`config.mk`:
```
export PLATFORM = sky130hd
export DESIGN_NAME = uart_rx_fifo_feeder
export DESIGN_NICKNAME = d
export VERILOG_FILES = /design/src/rtl/uart_rx_fifo_feeder.sv
export SDC_FILE = /design/constraint.sdc
export NUM_CORES = 1
export LEC_CHECK = 0
export CAP_MARGIN = 40
export CORE_ASPECT_RATIO = 0.8
export CORE_MARGIN = 1
export CORE_UTILIZATION = 50
export DETAILED_ROUTE_END_ITERATION = 7
export GPL_TIMING_DRIVEN = 0
export PLACE_DENSITY_LB_ADDON = 0.15
export REMOVE_ABC_BUFFERS = 1
export SLEW_MARGIN = 20
export SYNTH_ARGS = -nofsm -noshare
export SYNTH_HDL_FRONTEND = slang
export SYNTH_SLANG_ARGS = --single-unit
```
`constraint.sdc`:
```
create_clock -name clk -period 1.7 [get_ports clk]
set_input_delay 0.34 -clock clk [delete_from_list [all_inputs] [get_ports clk]]
set_output_delay 0.34 -clock clk [all_outputs]
set_load 0.1 [all_outputs]
```
`src/rtl/uart_rx_fifo_feeder.sv`:
```
// 16x-oversampling 8N1 UART receiver that writes each good byte into a downstream buffer.
// Define UART_RX_PARITY_EN to add an even-parity bit and the parity_err output.
module uart_rx_fifo_feeder #(
  parameter int DBIT    = 8,
  parameter int SB_TICK = 16,
  parameter int DVSR    = 163,
  parameter int DVSR_W  = 8
) (
  input  logic            clk,
  input  logic            reset_n,
  input  logic            rx,
  input  logic            full,
  output logic [DBIT-1:0] rx_data,
  output logic            rx_wr,
  output logic            frame_err,
`ifdef UART_RX_PARITY_EN
  output logic            parity_err,
`endif
  output logic            overrun
);

  localparam int S_W = (SB_TICK > 16) ? $clog2(SB_TICK) : 4;
  localparam int N_W = (DBIT > 1) ? $clog2(DBIT) : 1;

  localparam logic [2:0] IDLE   = 3'd0;
  localparam logic [2:0] START  = 3'd1;
  localparam logic [2:0] DATA   = 3'd2;
  localparam logic [2:0] STOP   = 3'd3;
`ifdef UART_RX_PARITY_EN
  localparam logic [2:0] PARITY = 3'd4;
`endif

  logic [2:0]        state;
  logic [DVSR_W-1:0] div;
  logic [S_W-1:0]    s;
  logic [N_W-1:0]    n;
  logic [DBIT-1:0]   b;
  logic [1:0]        sync;
  logic              rxs;
  logic              tick;
`ifdef UART_RX_PARITY_EN
  logic              par_bad;
`endif

  assign rxs  = sync[1];
  assign tick = (div == DVSR_W'(DVSR - 1));

  // NOTE: every register here, including the shift register, is cleared on reset, so all
  // state updates use non-blocking assignments inside this one clocked block.
  always_ff @(posedge clk) begin
    if (!reset_n) begin
      state     <= IDLE;
      div       <= '0;
      s         <= '0;
      n         <= '0;
      b         <= '0;
      sync      <= 2'b11;
      rx_data   <= '0;
      rx_wr     <= 1'b0;
      frame_err <= 1'b0;
      overrun   <= 1'b0;
`ifdef UART_RX_PARITY_EN
      parity_err <= 1'b0;
      par_bad    <= 1'b0;
`endif
    end else begin
      sync      <= {sync[0], rx};
      div       <= tick ? '0 : div + 1'b1;
      rx_wr     <= 1'b0;
      frame_err <= 1'b0;
`ifdef UART_RX_PARITY_EN
      parity_err <= 1'b0;
`endif
      case (state)
        IDLE: begin
          // Tick phase is deliberately left free-running; the start bit tolerates 1 tick of jitter.
          if (!rxs) begin
            s     <= '0;
            state <= START;
          end
        end
        START: begin
          if (tick) begin
            if (s == S_W'(7)) begin
              if (!rxs) begin
                s     <= '0;
                n     <= '0;
                state <= DATA;
              end else begin
                state <= IDLE;
              end
            end else begin
              s <= s + 1'b1;
            end
          end
        end
        DATA: begin
          if (tick) begin
            if (s == S_W'(15)) begin
              s <= '0;
              b <= {rxs, b[DBIT-1:1]};
              if (n == N_W'(DBIT - 1)) begin
`ifdef UART_RX_PARITY_EN
                state <= PARITY;
`else
                state <= STOP;
`endif
              end else begin
                n <= n + 1'b1;
              end
            end else begin
              s <= s + 1'b1;
            end
          end
        end
`ifdef UART_RX_PARITY_EN
        PARITY: begin
          if (tick) begin
            if (s == S_W'(15)) begin
              s       <= '0;
              par_bad <= rxs ^ (^b);
              state   <= STOP;
            end else begin
              s <= s + 1'b1;
            end
          end
        end
`endif
        STOP: begin
          if (tick) begin
            if (s == S_W'(SB_TICK - 1)) begin
              state <= IDLE;
              if (!rxs) begin
                frame_err <= 1'b1;
`ifdef UART_RX_PARITY_EN
              end else if (par_bad) begin
                parity_err <= 1'b1;
`endif
              end else if (full) begin
                overrun <= 1'b1;
              end else begin
                rx_data <= b;
                rx_wr   <= 1'b1;
              end
            end else begin
              s <= s + 1'b1;
            end
          end
        end
        default: state <= IDLE;
      endcase
    end
  end

endmodule

```
==> summary.md <==
| Metric | Value |
|---|---|
| Worst-Margin Slew | 0.454 ns |
| Mux cell area share after synthesis | 9.41% |
| Synth async-reset ratio | 0% |
| Final Max Slew Viols | 0 |
| Diodes inserted | 0 |
| Status | finished, violations left |
| Post-DR wirelength/cell | between 15 and 20 µm |
| Port Buffers | 14 |
| Fill count | between 150 and 200 |
| RSZ-0062 raised after global routing | yes |
| Worst endpoint required time | approximately 1.9 ns |
| Cell count after synthesis | approximately 180 |
| First-pass GRT wire length | roughly 6500 µm |
| CP Class | reg2reg |
| Via count of the routed design | approximately 1.5k |
| Critical Path Start Type | flop |
| Mapped Avg Cell Area | between 9 and 10 µm² |
| Worst hold path class | reg2reg |
| Synth Area in XOR/XNOR | under 10% |
| Post-route DRC violation count | 0 |
| Antenna viol nets, final | 0 |
| Worst Setup End Kind | flop |
| Most numerous cell in the Yosys netlist | dfxtp_1 |
| Yosys top cell by area | dfxtp_1 |
| Synthesis Warnings | 0 |
| # IOs | 15 |
| Top_reg_cell synth | dfxtp_1 |
| Pleak | 1.07 nW |
| Non-Filler Instances | 260 |
| Core Area | 3150 µm² |
| Peak supply drop | 0.000587 V |
| Endpoints failing setup | 8 |
| Gpl congestion | about 0.8 |
| Drt pass-1 iters | 4 |
| Layout cells sized above 1 | roughly a third |
| Synth top area share | between 40% and 50% |
| Layout Skew | 0.00941 ns |
| Post-Route WL | ~4600 µm |
| Die span in x | between 60 and 70 µm |
| Synthesized area | between 1500 and 2000 µm² |
| Post-synthesis simple-gate area fraction | 24.8% |
| Clock Tree Buf Depth | 2 |
| Post-synth cell types | between 40 and 50 |
| Initial DRC count | 150 |
| CTS Root Cell | clkbuf_8 |
| Violated checks | setup timing |
| Register area share after synthesis | 44.7% |
| Commonest cells in the netlist | 38 x dfxtp_1, 17 x nor2b_1, 16 x mux2i_1, 13 x nand2_1, 9 x nor2_1 |
| Hold Slack | 0.410 ns |
| Number of flops mapped to enable cells by yosys | 0 |
| CTS tree | done |
| Total CTS buffers | 5 |
| Detail-routed via count per cell | between 5 and 6 |
| Synth area leaders | dfxtp_1 45%, mux2i_1 9.4%, nor2b_1 6.3% |
| Max-Cap Viols | 0 |
| Clock transition at the registers of the reported paths | roughly 0.070 ns |
| Worst Path Max Fanout | 7 |
| Placed Cells incl. Taps | around 240 |
| Final worst setup slack | -0.0751 ns |
| Worst skew pair latency | between 0.2 and 0.3 ns |
| GRT Total Usage | between 20 and 25% |
| Area delta synth->final | 48.5% |
| Compound-cell area share of the yosys netlist | around a tenth |
| Gr ovfl total | 0 |
| Die Y-Extent | about 54 µm |
| Synthesis-stage register bit count | 38 |
| Starting Density | between 50% and 60% |
| Post-Synth Adder-Cell Area | under 10% |
| CP arrival | 1.96 ns |
| Tcrit/Tclk final | 104% |
| H-tree levels | 2 |
| Relative slew slack | between 60% and 70% |
| Dpl hpwl | between 2000 and 2500 µm |
| Initial antenna violation count | 0 |
| Largest net degree at the start of global routing | 25 |
| Fmax | between 500 and 600 MHz |
| Number of global-route vias before repair | 1407 |
| Final hold violation count | 0 |
| Main combinational cell family by area after synthesis | simple AND/OR/NAND/NOR gates |
| Nets@finish | approximately 230 |
| Full die area | around 3600 µm² |
| Clock sinks | 38 |
| Power per cell area | approximately 650 nW/µm² |
| Row Count | 18 |
| Fin crit period | 1.78 ns |
| CTS Hold Bufs | 0 |
## metal layers
metal / wire length, µm / GRT usage [%]
met5: 0 / 0
met4: 63 / 17.0
met3: 259 / 6.57
met1: 2000 / 28.3
met2: 2270 / 41.5
## final timing paths
check / to / slack (ns) / start / cells past startpoint
max: state[0] / -0.08 / div[3] / 4
min: sync[1] / 0.41 / sync[0] / 1
max reg2reg: state[0] / -0.08 / div[3] / 4
min reg2reg: sync[1] / 0.41 / sync[0] / 1
## where the power goes
part	total [W]	switching, W	internal [W]	leakage [nW]
Clock	0.000631	0.000304	0.000327	0.0482
Sequential	0.000917	0.0000193	0.000898	0.313
Combinational	0.000100	0.0000508	0.0000495	0.710
Total	0.00165	0.000374	0.00127	1.07
## logic make-up after synthesis
| logic type | Yosys count |
|---|---|
| muxes | 16 |
| buffers and inverters | 14 |
| adders and majority gates | 5 |
| xor gates and xnor gates | 7 |
| and+or+nand+nor | 74 |
| DFF | 38 |
| AOI/OAI and AO/OA | 24 |
## layout by cell type, fill, tap and decap left out, drive strengths merged, types with 2 or more instances in the layout
master         instances
nor2b                 17
clkbuf                 7
or2                    2
xor2                   4
and2                   3
nand2                 13
nand3                  7
nor2                   9
inv                    4
a31oi                  2
ha                     5
o21ai                  2
o22ai                  6
dlymetal6s2s           9
dfxtp                 38
o31a                   3
nor4                   5
mux2i                 16
xnor2                  3
buf                   32
and3                   4
nand4b                 3
clkdlybuf4s50          2
nand2b                 6
a21oi                  3
## cell type report
| cell class | count | area (µm²) | area share, % |
|---|---|---|---|
| Timing Repair Buffer | 44 | 553 | 21.9 |
| Clock inverter | 1 | 5.00 | 0.198 |
| Clock buffer | 7 | 86.3 | 3.42 |
| Multi-Input combinational cell | 126 | 1030 | 40.6 |
| Sequential cell | 38 | 790 | 31.2 |
| Inverter | 4 | 17.5 | 0.693 |
| Tap cell | 40 | 50.0 | 1.98 |
## stage by stage
stage / util [%] / instance area [µm²] / setup slack, ns / power, W / TNS, ns
after floorplan: - / 1650 / -0.953 / 0.000971 / -17.10
after global placement: 58.3 / 1840 / -1.56 / 0.000996 / -33.90
after detailed placement: 65.1 / 2050 / -0.495 / 0.00100 / -7.84
after CTS: 74.3 / 2340 / -0.0190 / 0.00163 / -0.0260
after global routing: 80.2 / 2530 / -0.106 / 0.00170 / -1.41
final: 80.2 / 2530 / -0.0751 / 0.00165 / -0.166
## worst max-delay path, cell delays in order (launching register included)
cell and delay, ns:
dfxtp_2 0.32, or3_4 0.45, or2_4 0.33, o31a_1 0.34, o31a_1 0.25
## registers in the layout (all words and copies together), names as in the netlist, 2 cells and up
signal	count
b	8
div	8
n	3
rx_data	8
s	4
state	2
sync	2
## what timing repair did
action | 4_1_cts | 5_1_grt
gates cloned | 0 | 0
resized for setup | 28 | 39
hold endpoints to repair | 0 | 0
setup endpoints to repair | 28 | 33
buffers inserted | 12 | 5
pin swaps | 7 | 14
No activity file was read; power rests on OpenSTA's default activity.
